**src/rtl/game_flow_if.sv**
```systemverilog
// ---------------------------------------------------------------------------
// game_flow_if
// Bundles the game sequencer's pulse inputs and status outputs.
//   start_pb, pause_pb   : debounced button pulses (one cycle)
//   good_coll, bad_coll  : collision pulses from the datapath (one cycle)
//   game_complete        : level, snake reached maximum length
//   state[2:0]           : 0=IDLE 1=CLEAR 2=RUN 3=PAUSE 4=OVER 5=WIN
//   sync_reset           : one-cycle game clear pulse
//   move_tick            : one-cycle snake advance pulse
//   speed_level[3:0]     : current speed level 0..15
//   game_over, win       : high while in OVER / WIN
// master drives the inputs (buttons/datapath side), slave is the controller.
// ---------------------------------------------------------------------------
interface game_flow_if;
  logic       start_pb;
  logic       pause_pb;
  logic       good_coll;
  logic       bad_coll;
  logic       game_complete;
  logic [2:0] state;
  logic       sync_reset;
  logic       move_tick;
  logic [3:0] speed_level;
  logic       game_over;
  logic       win;

  modport master (
    output start_pb, pause_pb, good_coll, bad_coll, game_complete,
    input  state, sync_reset, move_tick, speed_level, game_over, win
  );

  modport slave (
    input  start_pb, pause_pb, good_coll, bad_coll, game_complete,
    output state, sync_reset, move_tick, speed_level, game_over, win
  );
endinterface

```
**src/rtl/game_flow_controller.sv**
```systemverilog
// ---------------------------------------------------------------------------
// game_flow_controller
// Top-level game sequencer for the snake design. Owns the game phase FSM,
// issues the one-cycle sync_reset clear and schedules move_tick with a
// period that shrinks as apples are eaten.
//
// Ports:
//   clk   : system clock
//   nrst  : asynchronous active-low reset
//   gf    : game_flow_if.slave (button/collision pulses in, status out)
//
// Optional feature (macro AUTO_RESTART_EN): when defined, OVER returns to
// CLEAR by itself after OVER_HOLD cycles; start_pb still restarts early.
// When undefined no hold counter exists and OVER waits for start_pb.
//
// state | meaning
// IDLE  | power-up, waiting for start_pb
// CLEAR | one cycle, sync_reset high, level and timer re-armed
// RUN   | timer running, move_tick issued every period
// PAUSE | timer frozen, waiting for pause_pb (resume) or start_pb (restart)
// OVER  | collision ended the game, game_over high
// WIN   | maximum length reached, win high
// ---------------------------------------------------------------------------
module game_flow_controller #(
  parameter int unsigned TICK_BASE       = 1_500_000,
  parameter int unsigned TICK_STEP       = 100_000,
  parameter int unsigned TICK_MIN        = 300_000,
  parameter int unsigned SCORE_PER_LEVEL = 5,
  parameter int unsigned OVER_HOLD       = 24_000_000
) (
  input logic       clk,
  input logic       nrst,
  game_flow_if.slave gf
);

  typedef enum logic [2:0] {
    S_IDLE  = 3'd0,
    S_CLEAR = 3'd1,
    S_RUN   = 3'd2,
    S_PAUSE = 3'd3,
    S_OVER  = 3'd4,
    S_WIN   = 3'd5
  } state_e;

  state_e      state_q, state_d;
  logic [31:0] tick_cnt_q, tick_cnt_d;
  logic [31:0] sub_q, sub_d;
  logic [3:0]  level_q, level_d;
  logic        sync_reset_q, sync_reset_d;
  logic        move_tick_q, move_tick_d;
  logic        game_over_q, game_over_d;
  logic        win_q, win_d;
  logic        run_exit;

`ifdef AUTO_RESTART_EN
  logic [31:0] hold_cnt_q, hold_cnt_d;
`endif

  // Move period for a given level, clamped to TICK_MIN without underflow.
  function automatic logic [31:0] period_f(input logic [3:0] lvl);
    logic [31:0] dec;
    dec = 32'(lvl) * TICK_STEP;
    if (dec > (TICK_BASE - TICK_MIN)) begin
      return TICK_MIN;
    end
    return TICK_BASE - dec;
  endfunction

  always_comb begin
    state_d     = state_q;
    tick_cnt_d  = tick_cnt_q;
    sub_d       = sub_q;
    level_d     = level_q;
    move_tick_d = 1'b0;
    run_exit    = 1'b0;
`ifdef AUTO_RESTART_EN
    hold_cnt_d  = hold_cnt_q;
`endif

    case (state_q)
      S_IDLE: begin
        if (gf.start_pb) state_d = S_CLEAR;
      end

      // The CLEAR cycle counts as the first cycle of the first period, so the
      // first move_tick lands exactly TICK_BASE cycles after sync_reset.
      S_CLEAR: begin
        state_d = S_RUN;
        if (tick_cnt_q != 32'd0) tick_cnt_d = tick_cnt_q - 32'd1;
      end

      S_RUN: begin
        run_exit = gf.bad_coll | gf.game_complete | gf.pause_pb;
        if (gf.bad_coll)           state_d = S_OVER;
        else if (gf.game_complete) state_d = S_WIN;
        else if (gf.pause_pb)      state_d = S_PAUSE;

        // On an exit that coincides with expiry the count stays at zero, so a
        // resume from PAUSE ticks on the following cycle.
        if (tick_cnt_q == 32'd0) begin
          if (!run_exit) begin
            move_tick_d = 1'b1;
            tick_cnt_d  = period_f(level_q) - 32'd1;
          end
        end else begin
          tick_cnt_d = tick_cnt_q - 32'd1;
        end

        if (gf.good_coll && !run_exit) begin
          if (sub_q >= SCORE_PER_LEVEL - 32'd1) begin
            sub_d = 32'd0;
            if (level_q != 4'd15) level_d = level_q + 4'd1;
          end else begin
            sub_d = sub_q + 32'd1;
          end
        end
      end

      S_PAUSE: begin
        if (gf.start_pb)      state_d = S_CLEAR;
        else if (gf.pause_pb) state_d = S_RUN;
      end

      S_OVER: begin
        if (gf.start_pb) begin
          state_d = S_CLEAR;
        end
`ifdef AUTO_RESTART_EN
        else if (hold_cnt_q == 32'd0) begin
          state_d = S_CLEAR;
        end else begin
          hold_cnt_d = hold_cnt_q - 32'd1;
        end
`endif
      end

      S_WIN: begin
        if (gf.start_pb) state_d = S_CLEAR;
      end

      default: state_d = S_IDLE;
    endcase

    // Every path into CLEAR re-arms the game, whichever state it came from.
    if (state_d == S_CLEAR) begin
      tick_cnt_d = TICK_BASE - 32'd1;
      sub_d      = 32'd0;
      level_d    = 4'd0;
    end

`ifdef AUTO_RESTART_EN
    // Loaded on entry; reaching zero in OVER means OVER_HOLD cycles elapsed.
    if (state_d == S_OVER && state_q != S_OVER) begin
      hold_cnt_d = OVER_HOLD - 32'd1;
    end
`endif

    sync_reset_d = (state_d == S_CLEAR);
    game_over_d  = (state_d == S_OVER);
    win_d        = (state_d == S_WIN);
  end

  always_ff @(posedge clk or negedge nrst) begin
    if (!nrst) begin
      state_q      <= S_IDLE;
      tick_cnt_q   <= 32'd0;
      sub_q        <= 32'd0;
      level_q      <= 4'd0;
      sync_reset_q <= 1'b0;
      move_tick_q  <= 1'b0;
      game_over_q  <= 1'b0;
      win_q        <= 1'b0;
`ifdef AUTO_RESTART_EN
      hold_cnt_q   <= 32'd0;
`endif
    end else begin
      state_q      <= state_d;
      tick_cnt_q   <= tick_cnt_d;
      sub_q        <= sub_d;
      level_q      <= level_d;
      sync_reset_q <= sync_reset_d;
      move_tick_q  <= move_tick_d;
      game_over_q  <= game_over_d;
      win_q        <= win_d;
`ifdef AUTO_RESTART_EN
      hold_cnt_q   <= hold_cnt_d;
`endif
    end
  end

  assign gf.state       = state_q;
  assign gf.sync_reset  = sync_reset_q;
  assign gf.move_tick   = move_tick_q;
  assign gf.speed_level = level_q;
  assign gf.game_over   = game_over_q;
  assign gf.win         = win_q;

endmodule
```
**src/flat_wrapper.sv**
```systemverilog
// flat-port wrapper written by rule: the top's interface ports become plain ports
module game_flow_controller_flat 
#(
  parameter int unsigned TICK_BASE       = 1_500_000,
  parameter int unsigned TICK_STEP       = 100_000,
  parameter int unsigned TICK_MIN        = 300_000,
  parameter int unsigned SCORE_PER_LEVEL = 5,
  parameter int unsigned OVER_HOLD       = 24_000_000
)
  (clk, nrst, gf_start_pb, gf_pause_pb, gf_good_coll, gf_bad_coll, gf_game_complete, gf_state, gf_sync_reset, gf_move_tick, gf_speed_level, gf_game_over, gf_win);
  game_flow_if gf_i ();
  input logic clk;
  input logic nrst;
  input wire logic [$bits(gf_i.start_pb)-1:0] gf_start_pb;
  input wire logic [$bits(gf_i.pause_pb)-1:0] gf_pause_pb;
  input wire logic [$bits(gf_i.good_coll)-1:0] gf_good_coll;
  input wire logic [$bits(gf_i.bad_coll)-1:0] gf_bad_coll;
  input wire logic [$bits(gf_i.game_complete)-1:0] gf_game_complete;
  output wire logic [$bits(gf_i.state)-1:0] gf_state;
  output wire logic [$bits(gf_i.sync_reset)-1:0] gf_sync_reset;
  output wire logic [$bits(gf_i.move_tick)-1:0] gf_move_tick;
  output wire logic [$bits(gf_i.speed_level)-1:0] gf_speed_level;
  output wire logic [$bits(gf_i.game_over)-1:0] gf_game_over;
  output wire logic [$bits(gf_i.win)-1:0] gf_win;
  assign gf_i.start_pb = gf_start_pb;
  assign gf_i.pause_pb = gf_pause_pb;
  assign gf_i.good_coll = gf_good_coll;
  assign gf_i.bad_coll = gf_bad_coll;
  assign gf_i.game_complete = gf_game_complete;
  assign gf_state = gf_i.state;
  assign gf_sync_reset = gf_i.sync_reset;
  assign gf_move_tick = gf_i.move_tick;
  assign gf_speed_level = gf_i.speed_level;
  assign gf_game_over = gf_i.game_over;
  assign gf_win = gf_i.win;
  game_flow_controller #(.TICK_BASE(TICK_BASE), .TICK_STEP(TICK_STEP), .TICK_MIN(TICK_MIN), .SCORE_PER_LEVEL(SCORE_PER_LEVEL), .OVER_HOLD(OVER_HOLD)) u_core (.clk(clk), .nrst(nrst), .gf(gf_i));
endmodule
```
**config.mk**
```make
export PLATFORM = sky130hd
export DESIGN_NAME = game_flow_controller_flat
export DESIGN_NICKNAME = d
export VERILOG_FILES = /design/src/rtl/game_flow_if.sv /design/src/rtl/game_flow_controller.sv /design/src/flat_wrapper.sv
export SDC_FILE = /design/constraint.sdc
export NUM_CORES = 1
export LEC_CHECK = 0
export ABC_AREA = 1
export CAP_MARGIN = 20
export CORE_ASPECT_RATIO = 1.25
export CORE_MARGIN = 1
export CORE_UTILIZATION = 35
export CTS_CLUSTER_DIAMETER = 60
export DETAILED_ROUTE_END_ITERATION = 6
export GPL_TIMING_DRIVEN = 0
export HOLD_SLACK_MARGIN = 0.15
export PLACE_DENSITY_LB_ADDON = 0.08
export SLEW_MARGIN = 0
export SYNTH_ARGS = -nofsm -noshare
export SYNTH_HDL_FRONTEND = slang
export SYNTH_SLANG_ARGS = --single-unit
export TNS_END_PERCENT = 100
```
**constraint.sdc**
```tcl
create_clock -name clk -period 3.5 [get_ports clk]
set_input_delay 0.35 -clock clk [delete_from_list [all_inputs] [get_ports clk]]
set_output_delay 0.35 -clock clk [all_outputs]
set_load 0.02 [all_outputs]
```
# Word-level counts from Yosys, hierarchy flattened
# Cells that the tools add are included.
dict set report totals {
  ff_bits 75
  input_bits 7
  output_inout_bits 11
  wordCells 76
}
dict set report classes {
  add_sub_neg 5
  n_mul 1
  magnitude_cmp 2
  n_eq_ne 11
  muxes 33
  bitwise 2
  reduce_logical 14
}
# operator n
set op_table {}
lappend op_table {{$mux W32} 13}
lappend op_table {{$pmux W32 S2} 1}
lappend op_table {{$sub A32 B1 Y32 const B} 2}
lappend op_table {{$add A32 B1 Y32 const B} 1}
lappend op_table {{$ge A32 B3 Y1 const B} 1}
lappend op_table {{$logic_not A32 Y1} 1}
lappend op_table {{$reduce_bool A32 Y1} 1}
lappend op_table {{$sub A21 B21 Y22 const A} 1}
lappend op_table {{$gt A21 B21 Y1 const B} 1}
lappend op_table {{$mux W4} 5}
lappend op_table {{$mux W3} 6}
lappend op_table {{$mul A4 B12 Y16 const B} 1}
lappend op_table {{$eq A3 B3 Y1 const B} 4}
lappend op_table {{$pmux W3 S4} 1}
lappend op_table {{$reduce_bool A2 Y1} 4}
lappend op_table {{$mux W1} 7}
lappend op_table {{$eq A3 B1 Y1 const B} 2}
lappend op_table {{$eq A3 B2 Y1 const B} 2}
lappend op_table {{$add A4 B1 Y4 const B} 1}
lappend op_table {{$ne A4 B3 Y1 const B} 1}
lappend op_table {{$ne A4 B4 Y1 const B} 1}
lappend op_table {{$reduce_and A4 Y1} 1}
lappend op_table {{$logic_not A3 Y1} 1}
lappend op_table {{$ne A3 B1 Y1 const B} 1}
lappend op_table {{7 further kinds} 8}

# Depth between registers and ports, before layout
# Gate-level depths: netlist (run 1).
dict set report logic_depth {
  ltp_word 15
  ltp_mapped 32
  mapped_depth_nobuf 30
}

# Worst setup path after synthesis (run 1)
# OpenSTA, ideal clock, no wires.
dict set report synth_path {
  path_kind {register to register}
  startpoint {register u_core.level_q[2], in the netlist u_core.gf.speed_level[2]}
  endpoint {register u_core.tick_cnt_q[17]}
  arrival_ns 3.899
  required_time_ns 3.381
  setup_slack_ns -0.518
  stages_incl_launch_ff 29
  n_path_buf 1
  path_cell_list {dfrtp_1 -> inv_1 -> ha_1 -> inv_1 -> ha_1 -> ha_1 -> nand2_1 -> nand2_1 -> a21boi_2 -> nand2_2 -> nand2_2 -> nand2_2 -> xor2_2 -> nor2_2 -> nand2_1 -> nand2_2 -> buf_4 -> inv_1 -> nor2_1 -> ha_1 -> inv_1 -> nor2_1 -> nand4_4 -> nor2_4 -> nand2_1 -> o21bai_1 -> o211ai_1 -> nand2_1 -> nand2_1}
}
dict set report synth_via {
  elab_chain_cells 15
  word_cells_on_any_way 16
}
# element line
set synth_lines {}
lappend synth_lines {{from (decl)} game_flow_controller.sv:48} ;# logic [3:0] level_q, level_d;
lappend synth_lines {{from (signal assigned)} game_flow_controller.sv:180} ;# level_q <= level_d;
lappend synth_lines {{$mul A4 B12 Y16 *} game_flow_controller.sv:62} ;# dec = 32'(lvl) * TICK_STEP;
lappend synth_lines {{$gt A21 B21 Y1} game_flow_controller.sv:63} ;# if (dec > (TICK_BASE - TICK_MIN)) begin
lappend synth_lines {{$mux W1} game_flow_controller.sv:63}
lappend synth_lines {{$mux W1} game_flow_controller.sv:101} ;# if (!run_exit) begin
lappend synth_lines {{$mux W1} game_flow_controller.sv:100} ;# if (tick_cnt_q == 32'd0) begin
lappend synth_lines {{$mux W1} game_flow_controller.sv:80} ;# case (state_q)
lappend synth_lines {{$mux W32 *} game_flow_controller.sv:66} ;# return TICK_BASE - dec;
lappend synth_lines {{$mux W32 *} game_flow_controller.sv:101}
lappend synth_lines {{$mux W32 *} game_flow_controller.sv:100}
lappend synth_lines {{$mux W32 *} game_flow_controller.sv:80}
lappend synth_lines {{$sub A32 B1 Y32 *} game_flow_controller.sv:103} ;# tick_cnt_d = period_f(level_q) - 32'd1;
lappend synth_lines {{$mux W32 *} game_flow_controller.sv:101}
lappend synth_lines {{$mux W32 *} game_flow_controller.sv:100}
lappend synth_lines {{$pmux W32 S2 *} game_flow_controller.sv:80}
lappend synth_lines {{$mux W32 *} game_flow_controller.sv:145} ;# if (state_d == S_CLEAR) begin
lappend synth_lines {{to (signal assigned)} game_flow_controller.sv:178} ;# tick_cnt_q <= tick_cnt_d;
lappend synth_lines {{to (decl)} game_flow_controller.sv:46} ;# logic [31:0] tick_cnt_q, tick_cnt_d;
# Mark *: on every way between the ends. The rest lies on a longest branch, timed or not. The select of a mux whose other input is x is not followed.
# A chain may end at the register's enable or synchronous reset.

# Worst setup path after layout (run 1)
# Ends and elaborated chain as after synthesis.

==> impl_metrics.prom, run 1 <==
# TYPE chip_impl_metric gauge
chip_impl_info{name="status",value="finished, violations left"} 1
chip_impl_info{name="violations",value="setup timing"} 1
chip_impl_info{name="min-delay-path-class",value="in2async"} 1
chip_impl_metric{name="clk_pin_slew_worst_paths",unit="ps"} 70
chip_impl_metric{name="power_density",unit="nW/um2"} 489
chip_impl_metric{name="number_of_warnings_reported_in_the_yosys_synthesis_log",unit=""} 0
chip_impl_metric{name="routabilityCongestion",unit=""} 0.860
chip_impl_metric{name="via_count_of_the_first_global_routing_pass",unit=""} 5211
chip_impl_info{name="crit_path_start",value="u_core.gf.speed_level[2]"} 1
chip_impl_metric{name="tightest_slew",unit="ps"} 601
chip_impl_metric{name="final_design_area_no_fill",unit="um2"} 7020
chip_impl_metric{name="grt_max_degree",unit=""} 54
chip_impl_metric{name="synthesis.area_per_instance",unit="um2"} 7.25
chip_impl_metric{name="area_inside_the_core_boundary",unit="um2"} 15100
chip_impl_info{name="clock_tree_from_tritoncts",value="yes"} 1
chip_impl_metric{name="final.hold.worst_slack",unit="ps"} 464
chip_impl_metric{name="critical_path_arrival",unit="ps"} 3980
chip_impl_metric{name="post_synth_fa_ha_maj_area_fraction",unit="%"} 5.92
chip_impl_metric{name="fill_cells",unit=""} 1582
chip_impl_info{name="cts_root_buffer",value="clkbuf_16"} 1
chip_impl_metric{name="io-pin-count",unit=""} 18
chip_impl_metric{name="die_width",unit="um"} 114
chip_impl_metric{name="syn_inst",unit=""} 757
chip_impl_metric{name="post_synth_instance_area",unit="um2"} 5490
chip_impl_metric{name="final_cells",unit=""} 1030
chip_impl_metric{name="fmax",unit="GHz"} 0.267
chip_impl_info{name="grt_setup_unrepaired",value="true"} 1
chip_impl_metric{name="clock_path_buffers",unit=""} 2
chip_impl_metric{name="syn_to_final_growth",unit="%"} 27.9
chip_impl_metric{name="drtIter0Drc",unit=""} 270
chip_impl_info{name="worst_setup_path_end_kind",value="flop"} 1
chip_impl_metric{name="avg_vias_per_cell",unit=""} 4.90
chip_impl_info{name="top_usage_layer",value="met2"} 1
chip_impl_metric{name="cp_data_required_time",unit="ps"} 3730
chip_impl_metric{name="post-dp-hpwl",unit="um"} 11000
chip_impl_metric{name="place.detailed.instances",unit=""} 983
chip_impl_info{name="synth_cell_count_leaders",value="nand2_1, nor2_1, inv_1, dfrtp_1, nand3_1"} 1
chip_impl_metric{name="port_buf_inserts",unit=""} 17
chip_impl_metric{name="cts_htree_levels",unit=""} 3
chip_impl_info{name="synthMostInstantiatedCell",value="nand2_1"} 1
chip_impl_metric{name="die_area",unit="um2"} 16200
chip_impl_metric{name="drive_gt1_share",unit="%"} 24.7
chip_impl_metric{name="initial_utilization",unit="%"} 36.3
chip_impl_metric{name="finClkSkew",unit="ps"} 8.82
chip_impl_metric{name="grt_met1_usage",unit="%"} 21.9
chip_impl_metric{name="post_synth_and_or_nand_nor_area_fraction",unit="%"} 33.8
chip_impl_metric{name="slew-limit-headroom",unit="%"} 59.6
chip_impl_metric{name="area_share_of_the_leading_cell_type_in_the_synthesized_netlist",unit="%"} 34.2
chip_impl_info{name="start_kind",value="flop"} 1
chip_impl_metric{name="grt_util_met3",unit="%"} 2.51
chip_impl_metric{name="postSynthRegisterBits",unit=""} 75
chip_impl_info{name="synth_top_flop_cell",value="dfrtp_1"} 1
chip_impl_metric{name="r2r_slack",unit="ps"} -240
chip_impl_metric{name="synth-async-reset-ratio",unit="%"} 100
chip_impl_metric{name="muxShareOfSynthArea",unit="%"} 0
chip_impl_metric{name="antennaDiodeCount",unit=""} 0
chip_impl_metric{name="yosysUniqueCellTypes",unit=""} 50
chip_impl_metric{name="wirelength",unit="um"} 14700
chip_impl_metric{name="first_pass_grt_wire_length",unit="um"} 24900
chip_impl_metric{name="period_needed",unit="ps"} 3740
chip_impl_info{name="timing.setup.critical_path_class",value="reg2reg"} 1
chip_impl_metric{name="route.detailed.drc",unit=""} 0
chip_impl_info{name="rr_endpoint",value="u_core.tick_cnt_q[17]"} 1
chip_impl_info{name="synth_top_family_by_area",value="simple AND/OR/NAND/NOR gates"} 1
chip_impl_metric{name="grt.met2_usage",unit="%"} 36.9
chip_impl_metric{name="critPathMaxStageDelay",unit="ps"} 420
chip_impl_metric{name="fraction_of_the_yosys_area_taken_by_sequential_cells",unit="%"} 34.2
chip_impl_metric{name="detail-route-antenna-nets",unit=""} 0
chip_impl_metric{name="finalSetupViolations",unit=""} 11
chip_impl_metric{name="crit_path_max_fo",unit=""} 6
chip_impl_metric{name="dr_total_vias",unit=""} 5050
chip_impl_info{name="synth.area.top_cells",value="dfrtp_1, nand2_1, nor2_1"} 1
chip_impl_metric{name="area_used_by_multi_input_combinational_logic",unit="um2"} 3560
chip_impl_metric{name="rows",unit=""} 50
chip_impl_metric{name="postSynthNetCount",unit=""} 790
chip_impl_metric{name="max_cap_violations",unit=""} 0
chip_impl_metric{name="ff_latch_area",unit="um2"} 1880
chip_impl_metric{name="wl_per_cell",unit="um"} 14.3
chip_impl_metric{name="worstRegToRegCells",unit=""} 29
chip_impl_info{name="netlist.top_cell.by_area",value="dfrtp_1"} 1
chip_impl_metric{name="grt_antenna_before_repair",unit=""} 0
chip_impl_metric{name="fp.dieH",unit="um"} 142
chip_impl_metric{name="instance_area_at_placement",unit="um2"} 6090
chip_impl_metric{name="grt-ovfl-total",unit=""} 0
chip_impl_metric{name="grt_util_all_layers",unit="%"} 19.5
chip_impl_metric{name="cts_sinks",unit=""} 75
chip_impl_info{name="critical_path.slowest_cell",value="dfrtp_2"} 1
chip_impl_metric{name="hold_viol_final",unit=""} 0
chip_impl_info{name="reg_to_reg_start",value="u_core.gf.speed_level[2]"} 1
chip_impl_metric{name="final.period_utilization",unit="%"} 107
chip_impl_metric{name="synth_enable_flop_cells",unit=""} 0
chip_impl_metric{name="design.final.nets",unit=""} 850
chip_impl_metric{name="post_synthesis_compound_gate_area_fraction",unit="%"} 10.1
chip_impl_metric{name="cts_made_buffers",unit=""} 9
chip_impl_metric{name="slew_violations",unit=""} 0
chip_impl_metric{name="insertion_delay",unit="ps"} 340
chip_impl_metric{name="power.leakage",unit="nW"} 3.20
chip_impl_metric{name="drtPass1Iterations",unit=""} 5
chip_impl_metric{name="synth_xor_area_share",unit="%"} 5.88
chip_impl_metric{name="final.setup.worst_slack",unit="ps"} -241
chip_impl_metric{name="peakVddDrop",unit="mV"} 0.249
## stage by stage
stage | TNS, ps | util (%) | power (mW) | setup WS [ps]
detailed placement | -3560 | 40.2 | 2.48 | -596
floorplan | -250 | - | 2.02 | -129
global route | -4350 | 46.4 | 3.67 | -519
CTS | -1010 | 45.1 | 3.44 | -214
finish | -1290 | 46.4 | 3.44 | -241
global placement | -49660 | 40.0 | 2.47 | -886
## cell families after synthesis
group | count (synthesis)
and+or+nand+nor | 391
AOI/OAI and AO/OA | 91
adders and majority gates | 26
DFF | 75
buffers and inverters | 138
xor gates and xnor gates | 36
## worst max-delay path by stage
stage                               end  slack, ps  depth (start not counted)
6_report          u_core.tick_cnt_q[17]       -240                         29
3_3_place_gp   u_core.gf.speed_level[1]       -890                          1
5_1_grt           u_core.tick_cnt_q[17]       -520                         28
2_1_floorplan     u_core.tick_cnt_q[17]       -130                         28
4_1_cts           u_core.tick_cnt_q[17]       -210                         28
3_5_place_dp      u_core.tick_cnt_q[17]       -600                         27
## layer usage
| metal | wire [um] | vias to the layer above |
|---|---|---|
| li1 | - | 2540 |
| met1 | 6080 | 2414 |
| met2 | 7940 | 70 |
| met3 | 278 | 26 |
| met4 | 391 | 0 |
| met5 | 0 | - |
## sequential cells by signal, indices dropped and copies added (netlist names)
| signal | cells |
|---|---|
| u_core.gf.sync_reset | 1 |
| u_core.tick_cnt_q | 32 |
| u_core.gf.state | 3 |
| u_core.gf.speed_level | 4 |
| u_core.gf.win | 1 |
| u_core.gf.game_over | 1 |
| u_core.gf.move_tick | 1 |
| u_core.sub_q | 32 |
## cell usage in the layout, fill, tap and decap left out, types with 5 or more instances in the layout
cell             Yosys  routed
a21oi_1             27      23
buf_2                6       6
buf_4                1      27
buf_6                1       5
clkbuf_16            0      10
clkdlybuf4s50_1      0      16
dfrtp_1             75      72
ha_1                26      13
ha_4                 0      11
inv_1              114     108
inv_2               11      16
inv_6                0       5
nand2_1            143     114
nand2_2              8      28
nand2_4              2      11
nand3_1             47      31
nand3_2              8      20
nand3_4              1       5
nand4_1             15      15
nor2_1             121     115
nor2_2              11      10
nor2_4               6      13
nor3_1              10      10
nor4_1               9       9
o211ai_1             5       5
o21ai_0             26      24
o21ai_1              8       7
o22ai_1              6       6
xnor2_1             11      10
xor2_1              24      20
## layout make-up
| type | instances | area share [%] |
|---|---|---|
| clock inverter | 6 | 0.766 |
| sequential | 75 | 26.8 |
| tap | 208 | 3.71 |
| inverter | 126 | 6.88 |
| buffer | 12 | 1.19 |
| multi-input combinational | 544 | 50.7 |
| timing repair buffer | 49 | 6.54 |
| clock buffer | 10 | 3.40 |
## report_power, final
part / switching, mW / total (mW) / internal, mW
Combinational: 0.989 / 1.43 / 0.446
Clock: 0.400 / 0.914 / 0.515
Sequential: 0.118 / 1.09 / 0.969
## critical path: cells and delay by family (launching register included)
family / cells / cell delay (ps)
flops: 1 / 420
buf+inv: 6 / 400
fa+ha+maj: 4 / 900
compound gates: 3 / 420
simple gates: 16 / 1480
## what timing repair did
item	CTS	global route
cloned	0	1
endpoints found under the setup margin	13	14
buffers inserted	22	7
endpoints found under the hold margin	22	0
hold buffers	1	0
pin swaps	26	25
resized for setup	55	33
(Power assumes the default switching activity.)
==> run 2: changes to the inputs <==
--- a/config.mk
+++ b/config.mk
@@ -8,7 +8,6 @@
 export ABC_AREA = 1
 export CAP_MARGIN = 20
 export CORE_ASPECT_RATIO = 1.25
-export CORE_MARGIN = 1
 export CORE_UTILIZATION = 35
 export CTS_CLUSTER_DIAMETER = 60
 export DETAILED_ROUTE_END_ITERATION = 6
==> results of run 2 <==
Final layout, timing and power as in run 1 (identical DEF).
==> run 3: changes to the inputs <==
--- a/config.mk
+++ b/config.mk
@@ -10,6 +10,7 @@
 export CORE_ASPECT_RATIO = 1.25
 export CORE_UTILIZATION = 35
 export CTS_CLUSTER_DIAMETER = 60
+export CTS_CLUSTER_SIZE = 20
 export DETAILED_ROUTE_END_ITERATION = 6
 export GPL_TIMING_DRIVEN = 0
 export HOLD_SLACK_MARGIN = 0.15
==> results of run 3 <==
Final layout, timing and power as in run 1 (identical DEF).
